===== src/rtl/aes_regfile_pkg.sv =====
// Shared constants and types for the AES register file: address map, FSM states,
// status bit positions and SPI transaction width encodings.
package aes_regfile_pkg;

    localparam logic [3:0] ADDR_KEY0 = 4'd0;
    localparam logic [3:0] ADDR_KEY3 = 4'd3;
    localparam logic [3:0] ADDR_DIN0 = 4'd4;
    localparam logic [3:0] ADDR_DIN3 = 4'd7;
    localparam logic [3:0] ADDR_DOUT0 = 4'd8;
    localparam logic [3:0] ADDR_DOUT3 = 4'd11;
    localparam logic [3:0] ADDR_CTRL = 4'd12;
    localparam logic [3:0] ADDR_ID = 4'd13;

    localparam logic [31:0] ID_VALUE = 32'h4145_5331;

    localparam int STATUS_BUSY = 0;
    localparam int STATUS_DONE = 1;
    localparam int STATUS_ERR = 2;
    localparam int STATUS_KEY_SET = 3;

    localparam int CTRL_START = 0;
    localparam int CTRL_CLR_DONE = 1;
    localparam int CTRL_CLR_ERR = 2;

    localparam logic [1:0] WIDTH_BYTE = 2'b00;
    localparam logic [1:0] WIDTH_HALF = 2'b01;
    localparam logic [1:0] WIDTH_RSVD = 2'b10;
    localparam logic [1:0] WIDTH_WORD = 2'b11;

    typedef enum logic [1:0] {
        IDLE  = 2'd0,
        START = 2'd1,
        WAIT  = 2'd2
    } state_t;

endpackage


===== src/rtl/aes_reg_wmerge.sv =====
// Merges an SPI write of byte/half/word width into an existing register word.
// Combinational; flags the reserved width so the caller can drop the write.
module aes_reg_wmerge
    import aes_regfile_pkg::*;
(
    input  logic [31:0] old_word,
    input  logic [31:0] new_data,
    input  logic [1:0]  txn_width,
    output logic [31:0] merged,
    output logic        illegal
);

    always_comb begin
        merged  = old_word;
        illegal = 1'b0;
        case (txn_width)
            WIDTH_BYTE: merged[7:0]  = new_data[7:0];
            WIDTH_HALF: merged[15:0] = new_data[15:0];
            WIDTH_WORD: merged       = new_data;
            default:    illegal      = 1'b1;
        endcase
    end

endmodule


===== src/rtl/aes_spi_regfile.sv =====
// SPI-facing register file for the AES-128 core: key/plaintext storage, start/busy/done
// handshake, ciphertext capture. Reads are combinational; all updates gated by ena.
module aes_spi_regfile
    import aes_regfile_pkg::*;
#(
    parameter int ADDR_W = 4,
    parameter int REG_W  = 32
) (
    input  logic              clk,
    input  logic              rstb,
    input  logic              ena,
    input  logic [ADDR_W-1:0] reg_addr,
    input  logic [REG_W-1:0]  reg_data_o,
    input  logic              reg_data_o_dv,
    input  logic              reg_rw,
    input  logic              reg_addr_v,
    input  logic [1:0]        txn_width,
    output logic [REG_W-1:0]  reg_data_i,
    output logic [7:0]        status,
    output logic [127:0]      core_key,
    output logic [127:0]      core_din,
    output logic              core_start,
    input  logic              core_done,
    input  logic [127:0]      core_dout
);

    logic [31:0] key_q [4];
    logic [31:0] din_q [4];
    logic [31:0] dout_q [4];
    logic [3:0]  key_mask_q;
    logic        done_q, err_q, addr_v_q;
    state_t      state_q, state_d;

    logic [1:0]  region, idx;
    logic [31:0] old_word, merged;
    logic        illegal, busy, key_set;
    logic        wr, wr_ok, key_wr, din_wr, ctrl_wr, start_req, start_ok;
    logic        err_set, err_clr, done_set, done_clr;

    assign region  = reg_addr[3:2];
    assign idx     = reg_addr[1:0];
    assign busy    = (state_q != IDLE);
    assign key_set = &key_mask_q;

    always_comb begin
        old_word = 32'h0;
        case (region)
            2'd0:    old_word = key_q[idx];
            2'd1:    old_word = din_q[idx];
            default: old_word = 32'h0;
        endcase
    end

    aes_reg_wmerge u_wmerge (
        .old_word  (old_word),
        .new_data  (reg_data_o),
        .txn_width (txn_width),
        .merged    (merged),
        .illegal   (illegal)
    );

    always_comb begin
        wr        = ena & reg_data_o_dv & reg_rw;
        wr_ok     = wr & ~illegal;
        key_wr    = wr_ok & (region == 2'd0) & ~busy;
        din_wr    = wr_ok & (region == 2'd1) & ~busy;
        ctrl_wr   = wr_ok & (reg_addr == ADDR_CTRL);
        start_req = ctrl_wr & merged[CTRL_START];
        start_ok  = start_req & ~busy & key_set;
        // Every rejected write flags err: bad width, busy, read-only or unmapped target.
        err_set   = (wr & illegal)
                  | (wr_ok & ((region == 2'd0) | (region == 2'd1)) & busy)
                  | (wr_ok & (region == 2'd2))
                  | (wr_ok & (region == 2'd3) & (reg_addr != ADDR_CTRL))
                  | (start_req & ~start_ok);
        err_clr   = ctrl_wr & merged[CTRL_CLR_ERR];
        done_set  = ena & core_done & (state_q == WAIT);
        done_clr  = (ctrl_wr & merged[CTRL_CLR_DONE])
                  | (ena & reg_addr_v & ~addr_v_q & (reg_addr == ADDR_DOUT3));
    end

    always_comb begin
        state_d = state_q;
        case (state_q)
            IDLE:    if (start_ok) state_d = START;
            START:   if (ena) state_d = WAIT;
            WAIT:    if (done_set) state_d = IDLE;
            default: state_d = IDLE;
        endcase
    end

    always_ff @(posedge clk) begin
        if (!rstb) begin
            for (int i = 0; i < 4; i++) begin
                key_q[i]  <= 32'h0;
                din_q[i]  <= 32'h0;
                dout_q[i] <= 32'h0;
            end
            key_mask_q <= 4'h0;
            done_q     <= 1'b0;
            err_q      <= 1'b0;
            addr_v_q   <= 1'b0;
            state_q    <= IDLE;
        end else begin
            state_q <= state_d;
            if (ena) begin
                addr_v_q <= reg_addr_v;
                if (key_wr) begin
                    key_q[idx]      <= merged;
                    key_mask_q[idx] <= 1'b1;
                end
                if (din_wr) din_q[idx] <= merged;
                if (done_set) begin
                    for (int i = 0; i < 4; i++) dout_q[i] <= core_dout[32*i +: 32];
                end
                // Set has priority over clear for both sticky flags.
                if (done_set)      done_q <= 1'b1;
                else if (done_clr) done_q <= 1'b0;
                if (err_set)       err_q <= 1'b1;
                else if (err_clr)  err_q <= 1'b0;
            end
        end
    end

    always_comb begin
        reg_data_i = '0;
        case (region)
            2'd1: reg_data_i = din_q[idx];
            2'd2: reg_data_i = dout_q[idx];
            2'd3: begin
                if (reg_addr == ADDR_CTRL)    reg_data_i = {29'b0, err_q, done_q, busy};
                else if (reg_addr == ADDR_ID) reg_data_i = ID_VALUE;
            end
            default: reg_data_i = '0;
        endcase
    end

    always_comb begin
        status                 = 8'h00;
        status[STATUS_BUSY]    = busy;
        status[STATUS_DONE]    = done_q;
        status[STATUS_ERR]     = err_q;
        status[STATUS_KEY_SET] = key_set;
    end

    assign core_key   = {key_q[3], key_q[2], key_q[1], key_q[0]};
    assign core_din   = {din_q[3], din_q[2], din_q[1], din_q[0]};
    assign core_start = (state_q == START);

endmodule


===== config.mk =====
export PLATFORM = sky130hd
export DESIGN_NAME = aes_spi_regfile
export DESIGN_NICKNAME = d
export VERILOG_FILES = /design/src/rtl/aes_regfile_pkg.sv /design/src/rtl/aes_reg_wmerge.sv /design/src/rtl/aes_spi_regfile.sv
export SDC_FILE = /design/constraint.sdc
export NUM_CORES = 1
export LEC_CHECK = 0
export ABC_AREA = 1
export CAP_MARGIN = 15
export CELL_PAD_IN_SITES_DETAIL_PLACEMENT = 1
export CELL_PAD_IN_SITES_GLOBAL_PLACEMENT = 1
export CORE_MARGIN = 2
export CORE_UTILIZATION = 40
export DETAILED_ROUTE_END_ITERATION = 7
export PLACE_DENSITY = 0.9
export SLEW_MARGIN = 5
export SYNTH_ARGS = -nofsm -noshare
export SYNTH_HDL_FRONTEND = slang
export SYNTH_SLANG_ARGS = --single-unit

===== constraint.sdc =====
create_clock -name clk -period 6.3 [get_ports clk]
set_input_delay 1.26 -clock clk [delete_from_list [all_inputs] [get_ports clk]]
set_output_delay 1.26 -clock clk [all_outputs]
set_load 0.005 [all_outputs]

==> results_dict.tcl <==
set metrics [dict create \
    final_cell_mix "834 x nand2_1, 463 x clkdlybuf4s50_1, 384 x edfxtp_1, 312 x nor2_1, 178 x inv_1" \
    cts_setup_buffers 0 \
    ctsHoldBuffers 0 \
    cp_slowest_stage_delay_ns 0.62 \
    design_area_sq_um 25200 \
    ctsResizeCount 0 \
    drc 0 \
    drtPass1Iterations 6 \
    cts_made_buffers 43 \
    avgSynthCellArea_sq_um 9.08 \
    nFillCells 5180 \
    viasPerCell 5.42 \
    place_area_sq_um 23800 \
    cpMaxStageDelayCell "nor2_4" \
    tightest_slew_ns 1.02 \
    grt_pass1_vias 17800 \
    period_minus_slack_ns 5.20 \
    clockPowerShare_pct 40.2 \
    coreArea_sq_um 46400 \
    cellPowerDensity_nw_per_um2 248 \
    p_int_uw 4680 \
    post-route-period-util_pct 82.5 \
    io_pins 470 \
    drt_iter0_drc 1648 \
    cp_max_fo 26 \
    maxSlewViolCount 0 \
    clkTransAtPathRegs_ns 0.06 \
    skew_ns 0.0167 \
    cts_root_buf "clkbuf_16" \
    drive_gt1_share_pct 6.45 \
    criticalPathCategory "in2out" \
    ir_worst_vdd_mv 0.155 \
    clock_path_buffers 3 \
    setup_viol 0 \
    hp-class "reg2reg" \
    dp_hpwl_mm 58.7 \
    num_rows 79 \
    syn_area_sq_um 18700 \
    synth_seq_area_share_pct 62.6 \
    mostFrequentLayoutCell "nand2_1" \
    track_usage_pct 33.3 \
    die-width_microns 220 \
    clock_latency_ns 0.58 \
    syn2layout_area_growth_pct 34.6 \
    drtAntennaViolNets 0 \
    cts_tree "yes" \
    ys_ff_latch 393 \
    netlist_instances 2062 \
    grt_overflow_total 0 \
    p_sw_uw 1570 \
    pwr-share-comb_pct 11.5 \
    routed_wl_mm 81.9 \
    synth_cell_types 25 \
    grt_pass1_wl_mm 116 \
    share_seq_of_total_power_pct 48.3 \
    vias 17000 \
    required_ns 5.04 \
    fmax_mhz 192 \
    startpoint_type "input port" \
    synth_warnings 0 \
    place.port_buffers 465 \
    cts.sinks 393 \
    antenna_found_initial 3 \
    htree_num_levels 2 \
    max_slew_margin_pct 31.6 \
    tns_ns 0 \
    drv_cap 0 \
    fp.dieArea_sq_um 48500 \
    crit_path_cell_trace "buf_4, clkinv_2, nor2_4, nand2_1, nand4_1, clkdlybuf4s50_1" \
    initial_core_util_pct 40.4 \
    switching_share_pct 25.1 \
    gp_congestion 0.962 \
    final_nets 2665 \
    rsz0062_at_grt "no" \
    wire_per_inst_microns 26.1 \
    p_leak_uw 0.0109 \
    critPathArrivalTime_ns 3.94 \
    hold_viol 0 \
    status "completed" \
    end_kind "output port" \
    grt_max_degree 92 \
    chipHeight_microns 220 \
]
## stage by stage
stage	util, %	power [uW]	setup slack [ns]	instances	hold slack [ns]
floorplan	-	3320	1.60	2065	0.423
global placement	51.4	3750	1.37	3054	0.434
detailed placement	51.4	3780	1.11	3054	0.457
CTS	54.3	6250	1.16	3133	0.466
global route	54.3	6390	1.05	3133	0.482
finish	54.4	6250	1.10	3135	0.469
## sequential cells by signal, summed over array words and instances, names as in the netlist
register	count
din_q	128
dout_q	128
key_q	128
key_mask_q	4
state_q	2
addr_v_q	1
done_q	1
err_q	1
## cells by family after synthesis
kind of cell / Yosys count / share of synthesized area (%)
buf+inv: 298 / 6.90
other cells: 1 / 0.0200
compound gates: 69 / 2.11
flops: 393 / 62.6
simple gates: 1301 / 28.4
## cell usage after synthesis
master / instances / area share, %
buf_2: 34 / 0.91
edfxtp_1: 384 / 62
nand3_2: 21 / 1.1
conb_1: 1 / 0.020
a22oi_1: 15 / 0.60
nor2_2: 1 / 0.033
inv_1: 179 / 3.6
a21oi_2: 3 / 0.14
nor2_8: 2 / 0.21
buf_1: 9 / 0.18
dfxtp_1: 9 / 0.96
inv_2: 6 / 0.12
buf_6: 11 / 0.66
a21oi_1: 45 / 1.2
nor2_1: 314 / 6.3
nor3_1: 2 / 0.053
nand4_1: 31 / 1.0
or2_2: 22 / 0.74
clkbuf_1: 46 / 0.92
nand2_4: 4 / 0.24
buf_4: 13 / 0.52
nand3_1: 64 / 1.7
o21ai_0: 6 / 0.16
nand2_1: 837 / 17
nor2_4: 3 / 0.18
## power groups by stage
stage	clock network [uW]	logic, uW	registers, uW
after floorplan	0	271	3050
after global placement	0	685	3070
after detailed placement	0	706	3070
after CTS	2520	717	3020
after global routing	2600	767	3020
final	2510	718	3020
## final timing paths
check	to	cells past startpoint	slack (ns)	start
worst max-delay path	reg_data_i[0]	6	1.10	reg_addr[0]
worst max register to register	din_q[2][31]	8	3.56	state_q[0]
worst min-delay path	key_mask_q[3]	2	0.47	key_mask_q[3]
worst min register to register	key_mask_q[3]	2	0.47	key_mask_q[3]
## worst max-delay path: cells and delay by family
kind	cells	cell delay [ns]
buffers and inverters	3	0.97
AND/OR/NAND/NOR	3	1.67
## routing by layer
metal,vias to the layer above,track usage [%],routed length (microns)
met1,8354,38.0,28700
li1,7426,-,-
met4,0,19.5,5080
met3,246,6.83,7310
met5,-,0,0
met2,970,57.9,40900
## area by class of cell
class	instances	area, sq um	share of cell area [%]
Clock buffer	54	1120	4.43
Inverter	185	696	2.76
Antenna cell	2	5.00	0.0199
Tap cell	607	759	3.01
Sequential cell	393	11700	46.5
Multi-Input combinational cell	1374	5800	23.0
Timing Repair Buffer	495	4880	19.4
Clock inverter	25	230	0.914
No activity file was read; power rests on OpenSTA's default activity.
